--- config.mk ---
export PLATFORM = sky130hd
export DESIGN_NAME = mem_dump_reader_flat
export DESIGN_NICKNAME = d
export VERILOG_FILES = /design/src/rtl/mem_dump_reader_if.sv /design/src/rtl/mem_dump_reader.sv /design/src/flat_wrapper.sv
export SDC_FILE = /design/constraint.sdc
export NUM_CORES = 1
export LEC_CHECK = 0
export ABC_AREA = 1
export BUFFER_PORTS_ARGS = -buffer_cell sky130_fd_sc_hd__buf_2
export CAP_MARGIN = 5
export CORE_ASPECT_RATIO = 1.2
export CORE_MARGIN = 2
export CORE_UTILIZATION = 30
export CTS_CLUSTER_DIAMETER = 80
export CTS_CLUSTER_SIZE = 24
export DETAILED_ROUTE_END_ITERATION = 10
export PLACE_DENSITY = 0.52
export SYNTH_ARGS = -nofsm -noshare
export SYNTH_HDL_FRONTEND = slang
export SYNTH_SLANG_ARGS = --single-unit
--- constraint.sdc ---
create_clock -name clk -period 2.8 [get_ports clk]
set_input_delay 0.56 -clock clk [delete_from_list [all_inputs] [get_ports clk]]
set_output_delay 0.56 -clock clk [all_outputs]
set_load 0.01 [all_outputs]
--- src/rtl/mem_dump_reader_if.sv ---
// Bus bundle for mem_dump_reader.
// Groups three sets of signals:
//   - the dump request: start, start_addr, length;
//   - the RAM read port: mem_rd_en, mem_addr, mem_rdata;
//   - the byte stream and status: out_data, out_valid, out_ready, out_last,
//     busy, done.
// Modports:
//   master - the reader. It drives the RAM strobe/address, the byte stream
//            and the status flags.
//   slave  - the environment. It issues requests, returns RAM data and
//            consumes the byte stream.
interface mem_dump_reader_if #(
  parameter int unsigned ADDR_WIDTH = 16,
  parameter int unsigned DATA_WIDTH = 32,
  parameter int unsigned LEN_WIDTH  = 16
);

  logic                  start;
  logic [ADDR_WIDTH-1:0] start_addr;
  logic [LEN_WIDTH-1:0]  length;

  logic                  mem_rd_en;
  logic [ADDR_WIDTH-1:0] mem_addr;
  logic [DATA_WIDTH-1:0] mem_rdata;

  logic [7:0]            out_data;
  logic                  out_valid;
  logic                  out_ready;
  logic                  out_last;

  logic                  busy;
  logic                  done;

  modport master (
    input  start, start_addr, length,
    output mem_rd_en, mem_addr,
    input  mem_rdata,
    output out_data, out_valid, out_last,
    input  out_ready,
    output busy, done
  );

  modport slave (
    output start, start_addr, length,
    input  mem_rd_en, mem_addr,
    output mem_rdata,
    input  out_data, out_valid, out_last,
    output out_ready,
    input  busy, done
  );

endinterface

--- src/rtl/mem_dump_reader.sv ---
// mem_dump_reader
// Reads a contiguous window of data RAM after the processor halts. Each word
// is serialised least-significant byte first onto a valid/ready byte stream.
// Ports:
//   clk    - system clock; all state changes on the rising edge.
//   reset  - asynchronous, active-low reset.
//   bus    - mem_dump_reader_if.master:
//            start/start_addr/length  dump request (sampled only in IDLE)
//            mem_rd_en/mem_addr       RAM read strobe and word address
//            mem_rdata                RAM data, valid one cycle after the strobe
//            out_data/out_valid/out_ready/out_last  byte stream
//            busy/done                status (busy whenever not IDLE, done pulse)
// Every output is a register. The output logic computes the value for the
// coming state, so each output lines up with the state it belongs to.
module mem_dump_reader #(
  parameter int unsigned ADDR_WIDTH = 16,
  parameter int unsigned DATA_WIDTH = 32,
  parameter int unsigned LEN_WIDTH  = 16
) (
  input  logic              clk,
  input  logic              reset,
  mem_dump_reader_if.master bus
);

  localparam int unsigned BYTES     = DATA_WIDTH / 8;
  localparam int unsigned IDX_WIDTH = (BYTES > 1) ? $clog2(BYTES) : 1;
  localparam logic [IDX_WIDTH-1:0] LAST_IDX = IDX_WIDTH'(BYTES - 1);

  typedef enum logic [2:0] {
    ST_IDLE,
    ST_READ,
    ST_WAIT,
    ST_SEND,
    ST_DONE
  } state_t;

  state_t state, state_n;

  logic [ADDR_WIDTH-1:0] addr,      addr_n;
  logic [LEN_WIDTH-1:0]  remaining, remaining_n;
  logic [DATA_WIDTH-1:0] word_buf,  word_buf_n;
  logic [IDX_WIDTH-1:0]  byte_idx,  byte_idx_n;

  logic       mem_rd_en_n;
  logic       out_valid_n;
  logic       out_last_n;
  logic       busy_n;
  logic       done_n;
  logic [7:0] out_data_n;

  logic handshake_c;
  logic word_end_c;
  logic start_ok_c;

  // A byte is transferred in SEND when valid and ready meet at the edge.
  assign handshake_c = (state == ST_SEND) && bus.out_valid && bus.out_ready;
  assign word_end_c  = handshake_c && (byte_idx == LAST_IDX);
  assign start_ok_c  = bus.start && (bus.length != '0);

  // State register.
  always_ff @(posedge clk or negedge reset) begin
    if (!reset) begin
      state <= ST_IDLE;
    end else begin
      state <= state_n;
    end
  end

  // Next-state logic.
  always_comb begin
    state_n = state;
    unique case (state)
      ST_IDLE: begin
        if (bus.start) begin
          state_n = (bus.length != '0) ? ST_READ : ST_DONE;
        end
      end
      ST_READ: state_n = ST_WAIT;
      ST_WAIT: state_n = ST_SEND;
      ST_SEND: begin
        if (word_end_c) begin
          state_n = (remaining > LEN_WIDTH'(1)) ? ST_READ : ST_DONE;
        end
      end
      ST_DONE: state_n = ST_IDLE;
      default: state_n = ST_IDLE;
    endcase
  end

  // Output and datapath logic: computes the next value of every register.
  always_comb begin
    addr_n      = addr;
    remaining_n = remaining;
    word_buf_n  = word_buf;
    byte_idx_n  = byte_idx;

    unique case (state)
      ST_IDLE: begin
        if (start_ok_c) begin
          addr_n      = bus.start_addr;
          remaining_n = bus.length;
        end
      end
      ST_WAIT: begin
        // RAM data is valid only here; it is ignored in every other state.
        word_buf_n = bus.mem_rdata;
        byte_idx_n = '0;
      end
      ST_SEND: begin
        if (handshake_c) begin
          byte_idx_n = byte_idx + IDX_WIDTH'(1);
          if (word_end_c && (remaining > LEN_WIDTH'(1))) begin
            addr_n      = addr + ADDR_WIDTH'(1);
            remaining_n = remaining - LEN_WIDTH'(1);
          end
        end
      end
      default: begin
      end
    endcase

    mem_rd_en_n = (state_n == ST_READ);
    out_valid_n = (state_n == ST_SEND);
    busy_n      = (state_n != ST_IDLE);
    done_n      = (state_n == ST_DONE);
    // Last-word detection relies on remaining never being decremented below 1.
    out_last_n  = (state_n == ST_SEND) && (byte_idx_n == LAST_IDX) &&
                  (remaining_n == LEN_WIDTH'(1));

    // Little-endian byte select; hold the last byte when not presenting.
    out_data_n = bus.out_data;
    if (state_n == ST_SEND) begin
      for (int unsigned b = 0; b < BYTES; b++) begin
        if (byte_idx_n == IDX_WIDTH'(b)) begin
          out_data_n = word_buf_n[8*b +: 8];
        end
      end
    end
  end

  // Datapath and output registers.
  always_ff @(posedge clk or negedge reset) begin
    if (!reset) begin
      addr          <= '0;
      remaining     <= '0;
      word_buf      <= '0;
      byte_idx      <= '0;
      bus.mem_rd_en <= 1'b0;
      bus.mem_addr  <= '0;
      bus.out_data  <= '0;
      bus.out_valid <= 1'b0;
      bus.out_last  <= 1'b0;
      bus.busy      <= 1'b0;
      bus.done      <= 1'b0;
    end else begin
      addr          <= addr_n;
      remaining     <= remaining_n;
      word_buf      <= word_buf_n;
      byte_idx      <= byte_idx_n;
      bus.mem_rd_en <= mem_rd_en_n;
      bus.mem_addr  <= addr_n;
      bus.out_data  <= out_data_n;
      bus.out_valid <= out_valid_n;
      bus.out_last  <= out_last_n;
      bus.busy      <= busy_n;
      bus.done      <= done_n;
    end
  end

endmodule

--- src/flat_wrapper.sv ---
// flat-port wrapper written by rule: the top's interface ports become plain ports
module mem_dump_reader_flat 
#(
  parameter int unsigned ADDR_WIDTH = 16,
  parameter int unsigned DATA_WIDTH = 32,
  parameter int unsigned LEN_WIDTH  = 16
)
  (clk, reset, bus_start, bus_start_addr, bus_length, bus_mem_rd_en, bus_mem_addr, bus_mem_rdata, bus_out_data, bus_out_valid, bus_out_last, bus_out_ready, bus_busy, bus_done);
  mem_dump_reader_if #(.ADDR_WIDTH(ADDR_WIDTH), .DATA_WIDTH(DATA_WIDTH), .LEN_WIDTH(LEN_WIDTH)) bus_i ();
  input  logic clk;
  input  logic reset;
  input wire logic [$bits(bus_i.start)-1:0] bus_start;
  input wire logic [$bits(bus_i.start_addr)-1:0] bus_start_addr;
  input wire logic [$bits(bus_i.length)-1:0] bus_length;
  output wire logic [$bits(bus_i.mem_rd_en)-1:0] bus_mem_rd_en;
  output wire logic [$bits(bus_i.mem_addr)-1:0] bus_mem_addr;
  input wire logic [$bits(bus_i.mem_rdata)-1:0] bus_mem_rdata;
  output wire logic [$bits(bus_i.out_data)-1:0] bus_out_data;
  output wire logic [$bits(bus_i.out_valid)-1:0] bus_out_valid;
  output wire logic [$bits(bus_i.out_last)-1:0] bus_out_last;
  input wire logic [$bits(bus_i.out_ready)-1:0] bus_out_ready;
  output wire logic [$bits(bus_i.busy)-1:0] bus_busy;
  output wire logic [$bits(bus_i.done)-1:0] bus_done;
  assign bus_i.start = bus_start;
  assign bus_i.start_addr = bus_start_addr;
  assign bus_i.length = bus_length;
  assign bus_mem_rd_en = bus_i.mem_rd_en;
  assign bus_mem_addr = bus_i.mem_addr;
  assign bus_i.mem_rdata = bus_mem_rdata;
  assign bus_out_data = bus_i.out_data;
  assign bus_out_valid = bus_i.out_valid;
  assign bus_out_last = bus_i.out_last;
  assign bus_i.out_ready = bus_out_ready;
  assign bus_busy = bus_i.busy;
  assign bus_done = bus_i.done;
  mem_dump_reader #(.ADDR_WIDTH(ADDR_WIDTH), .DATA_WIDTH(DATA_WIDTH), .LEN_WIDTH(LEN_WIDTH)) u_core (.clk(clk), .reset(reset), .bus(bus_i));
endmodule
## Yosys cells after proc, flatten, opt, wreduce, memory -nomap -nowiden

Index checks and enable logic that the tools add are counted.

| storage, ports and cells | value |
|---|---|
| register bits | 82 |
| bits in latches | 0 |
| RAM bits | 0 |
| bits in read-only memories | 0 |
| input bits | 68 |
| output and inout port bits | 29 |
| word-level logic and storage cells | 64 |
| memories kept | 0 |

| operators by class | value |
|---|---|
| $add $sub $neg | 3 |
| multiply operators | 0 |
| divide/modulo/power cells | 0 |
| magnitude comparators | 1 |
| equal/unequal tests | 14 |
| shift-type cells | 0 |
| mux-type cells | 20 |
| bitwise operators | 0 |
| reduce and logical (&&, ||, !) cells | 15 |

Operators with widths:

| kind | number |
|---|---|
| $mux 16 | 6 |
| $pmux 16 s2 | 2 |
| $mux 32 | 1 |
| $mux 8 | 4 |
| $add 16x1->16 const B | 1 |
| $eq 16x1->1 const B | 1 |
| $gt 16x1->1 const B | 1 |
| $reduce_bool 16->1 | 1 |
| $sub 16x1->16 const B | 1 |
| $mux 3 | 4 |
| $pmux 3 s4 | 1 |
| $eq 3x2->1 const B | 3 |
| $logic_and 1x1->1 | 7 |
| $eq 2x2->1 const B | 3 |
| $eq 3x1->1 const B | 2 |
| $ne 2x1->1 const B | 2 |
| $pmux 2 s2 | 1 |
| $reduce_and 4->1 | 1 |
| $reduce_bool 4->1 | 1 |
| $eq 3x3->1 const B | 1 |
| $logic_not 3->1 | 1 |
| $reduce_bool 3->1 | 1 |
| $add 2x1->2 const B | 1 |
| $eq 2x1->1 const B | 1 |
| other kinds (5) | 5 |

## Depth between registers and ports, before layout

| logic depth | value |
|---|---|
| depth after elaboration | 10 |
| mapped depth | 16 |

## Worst setup path after synthesis

OpenSTA, ideal clock, no wires.

| timing path | value |
|---|---|
| kind | register to register |
| start point | reg u_core.state[2] |
| end point | reg u_core.bus.out_data[7] |
| setup time | 0.117 ns |
| arrival | 2.210 ns |
| required time | 2.683 ns |
| slack | 0.473 ns |
| cell stages (with the launch flop) | 16 |
| clock period less this slack | 2.327 ns |
| cells stage by stage | dfrtp_1 -> inv_2 -> nand2_2 -> nor2_8 -> clkbuf_1 -> a21oi_1 -> a21oi_1 -> ha_1 -> clkbuf_1 -> inv_1 -> nand2_1 -> nand2_1 -> a21oi_1 -> o21ai_0 -> nand2_1 -> nand2_1 |

| between the ends | value |
|---|---|
| word-level cells in the longest chain between the ends | 9 |

Ends and longest elaborated chain:

| element | line | source |
|---|---|---|
| start, declared | mem_dump_reader.sv:37 | `state_t state, state_n;` |
| start signal, assigned | mem_dump_reader.sv:65 | `state <= state_n;` |
| $eq 3x2->1 | mem_dump_reader.sv:56, mem_dump_reader.sv:97 |  |
| $logic_and 1x1->1 (2 in series) | mem_dump_reader.sv:56 | `assign handshake_c = (state == ST_SEND) && bus.out_valid && bus.out_ready;` |
| $mux 2 | mem_dump_reader.sv:110 | `if (handshake_c) begin` |
| $pmux 2 s2 (*) | mem_dump_reader.sv:97 | `unique case (state)` |
| via u_core.byte_idx_n[0] | mem_dump_reader.sv:42 | `logic [IDX_WIDTH-1:0] byte_idx, byte_idx_n;` |
| $eq 2x1->1 | mem_dump_reader.sv:134 | `if (byte_idx_n == IDX_WIDTH'(b)) begin` |
| $mux 8 (3 in series) | mem_dump_reader.sv:134 |  |
| end signal, assigned | mem_dump_reader.sv:162 | `bus.out_data <= out_data_n;` |
| end, declared | mem_dump_reader_if.sv:38 | `output out_data, out_valid, out_last,` |

Mark *: on every way through the listed nets, which the timed path passes. The rest lies on a longest branch. The select of a mux whose other input is x is not followed.
A chain may end at the register's enable or synchronous reset.

## Worst setup path after layout

| timing path | value |
|---|---|
| start point | reg u_core.state[2] |
| end point | reg u_core.bus.out_data[3] |

Same word-level chain as after synthesis.

==> flow_summary.json <==
{
  "outcome": "finished, final reports clean",
  "clkTransAtPathRegs_ps": 70,
  "final_common_cell": "nand2_1",
  "yosysWarnings": 0,
  "drt_pass1_iterations": 4,
  "antenna_found_initial": 0,
  "cp_data_arrival_time_ps": 2650,
  "placed_area_um2": 5380,
  "insertion_delay_ps": 350,
  "end_kind": "register",
  "numClockSinks": 82,
  "ys_seq_elements": 82,
  "yosysSeqAreaShare_pct": 43.8,
  "htree_num_levels": 3,
  "grt_usage_pct": 16.4,
  "avgRoutedWirePerCell_um": 13.7,
  "cts-buffers-inserted": 9,
  "via_count": 4377,
  "tightestPinTransition_ps": 615,
  "r2r_end": "u_core.bus.out_data[3]",
  "fin_area_um2": 5700,
  "drt_iter0_drc": 159,
  "initial_utilization_pct": 30.3,
  "setup_tns_ps": 0,
  "grt_pass1_wl_um": 21900,
  "p_total_uw": 6720,
  "clock.fmax_ghz": 0.418,
  "cts_buffer_depth": 2,
  "hold_violations": 0,
  "die_w_um": 118,
  "grt_start_max_net_pins": 47,
  "post-dp-hpwl_um": 9750,
  "syn-num-nets": 718,
  "grt_pass1_vias": 4493,
  "drv_cap": 0,
  "syn_area_um2": 4680,
  "portBuffers": 96,
  "utilization_pct": 36.9,
  "cts_tree": "done",
  "ant_nets": 0,
  "final_layout_size_suffix_gt1_share_pct": 19.6,
  "reg2reg_from": "u_core.state[2]",
  "worstPathRequired_ps": 3060,
  "maxSlewHeadroom_pct": 59.0,
  "cellLeakagePower_uw": 0.00301,
  "period_needed_ps": 2390,
  "crit_type": "reg -> reg",
  "row_count": 50,
  "cts_hold_buffers": 0,
  "r2r_slack_ps": 410,
  "core_um2": 15500,
  "via_per_inst": 4.60,
  "diodes": 0,
  "dpl.cell_count": 931,
  "fillCellCount": 1681,
  "netlist_instances": 643,
  "rr_worst_depth": 12,
  "final_cell_mix": "nand2_1, buf_2, dfrtp_1, nor2_1, inv_1",
  "vdd_drop_max_mv": 0.487,
  "critPathLaunchType": "register",
  "ios": 97,
  "avgSynthCellArea_um2": 7.29,
  "power_density_nw_per_um2": 1180,
  "final_cells": 952,
  "rsz0062_at_grt": "no",
  "die_h_um": 141,
  "min_path_type": "in -> async",
  "syn_to_final_growth_pct": 21.7,
  "final_nets": 814,
  "drv_slew": 0,
  "setup_viol": 0,
  "dieArea_um2": 16600,
  "drc": 0,
  "cp_max_fo": 9,
  "place.gp.congestion": 0.888,
  "overflow": 0,
  "period_share_pct": 85.4,
  "ys_types": 40,
  "routed_wl_um": 13100,
  "cts_root_buf": "clkbuf_16",
  "finClkSkew_ps": 6.23
}
[worst max-delay path, cell delays in order, from the launching register on]
cell	delay, ps
dfrtp_1	420
inv_2	80
nand2_2	130
nor2_8	160
a21oi_1	70
a21oi_1	260
inv_1	80
ha_1	290
inv_1	200
o21ai_0	110
o21ai_0	220
o21ai_0	110
o21ai_0	170
[sequential cells by signal (all words and copies together), names as in the netlist]
name and cells:
u_core.state 3, u_core.bus.done 1, u_core.bus.out_last 1, u_core.word_buf 32, u_core.bus.mem_addr 16, u_core.bus.out_valid 1, u_core.byte_idx 2, u_core.bus.mem_rd_en 1
u_core.bus.out_data 8, u_core.bus.busy 1, u_core.remaining 16
[per-layer routing]
metal | global-route usage, % | routed length (um) | up-vias
met1 | 19.8 | 5700 | 1977
met2 | 28.4 | 6500 | 126
li1 | - | - | 2252
met5 | 0 | 0 | -
met3 | 3.11 | 578 | 22
met4 | 7.36 | 300 | 0
[logic make-up after synthesis]
group / synth area share (%)
flip-flops: 43.8
AO/OA/AOI/OAI: 10.4
buffers and inverters: 6.57
AND/OR/NAND/NOR: 33.5
multiplexers: 0.855
adder cells (fa/ha/maj): 1.87
XOR/XNOR: 2.99
[power by group]
group	switching (uW)	internal (uW)	leakage (uW)
Sequential	404	1750	0.00101
Clock	510	634	0.000140
Combinational	2240	1180	0.00185
[Yosys cell counts, drive strengths merged]
| cell type | n | area [um2] |
|---|---|---|
| o31ai | 4 | 30.0 |
| xor2 | 14 | 123 |
| or3 | 1 | 6.26 |
| o21ai | 47 | 235 |
| xnor2 | 2 | 17.5 |
| mux2i | 4 | 40.0 |
| o22ai | 1 | 6.26 |
| a31oi | 2 | 12.5 |
| a22oi | 5 | 37.5 |
| buf | 13 | 76.3 |
| or2 | 3 | 18.8 |
| dfrtp | 82 | 2050 |
| nor4 | 1 | 6.26 |
| nor2 | 83 | 362 |
| inv | 52 | 198 |
| nand3b | 2 | 15.0 |
| nand4 | 7 | 43.8 |
| a21oi | 27 | 135 |
| clkbuf | 9 | 33.8 |
| o21a | 1 | 7.51 |
| nand3 | 30 | 155 |
| ha | 7 | 87.6 |
| nor3 | 4 | 25.0 |
| o211ai | 3 | 22.5 |
| nand2 | 239 | 938 |
[metrics by stage]
step / setup WS (ps) / hold WS [ps]
final: 410 / 228
after CTS: 97.5 / 251
after global placement: 275 / 463
after floorplan: 473 / 264
after detailed placement: 139 / 463
after global routing: 136 / 274
[area by class of cell]
type | count | area, um2 | share of cell area, %
clock buffers | 10 | 239 | 4.19
clock inverters | 6 | 47.5 | 0.834
inverters | 52 | 198 | 3.47
multi-input cells | 488 | 2340 | 41.0
flip-flops and latches | 82 | 2050 | 36.0
well taps | 208 | 260 | 4.56
repair buffers | 106 | 571 | 10.0
[how the worst max path moves through the flow]
| stage | start | end | slack [ps] | depth (start not counted) |
|---|---|---|---|---|
| floorplan | u_core.state[2] | u_core.bus.out_data[7] | 470 | 15 |
| global placement | u_core.state[2] | u_core.bus.out_data[3] | 270 | 12 |
| detailed placement | u_core.state[2] | u_core.bus.out_data[3] | 140 | 12 |
| CTS | u_core.state[2] | u_core.bus.out_data[3] | 100 | 12 |
| global route | u_core.state[2] | u_core.bus.out_data[6] | 140 | 12 |
| finish | u_core.state[2] | u_core.bus.out_data[3] | 410 | 12 |
[repair_timing]
action                     in CTS  in global routing
buffers inserted                0                  4
setup endpoints to repair       0                  8
resized for setup               0                  0
No activity file was read; power rests on OpenSTA's default activity.
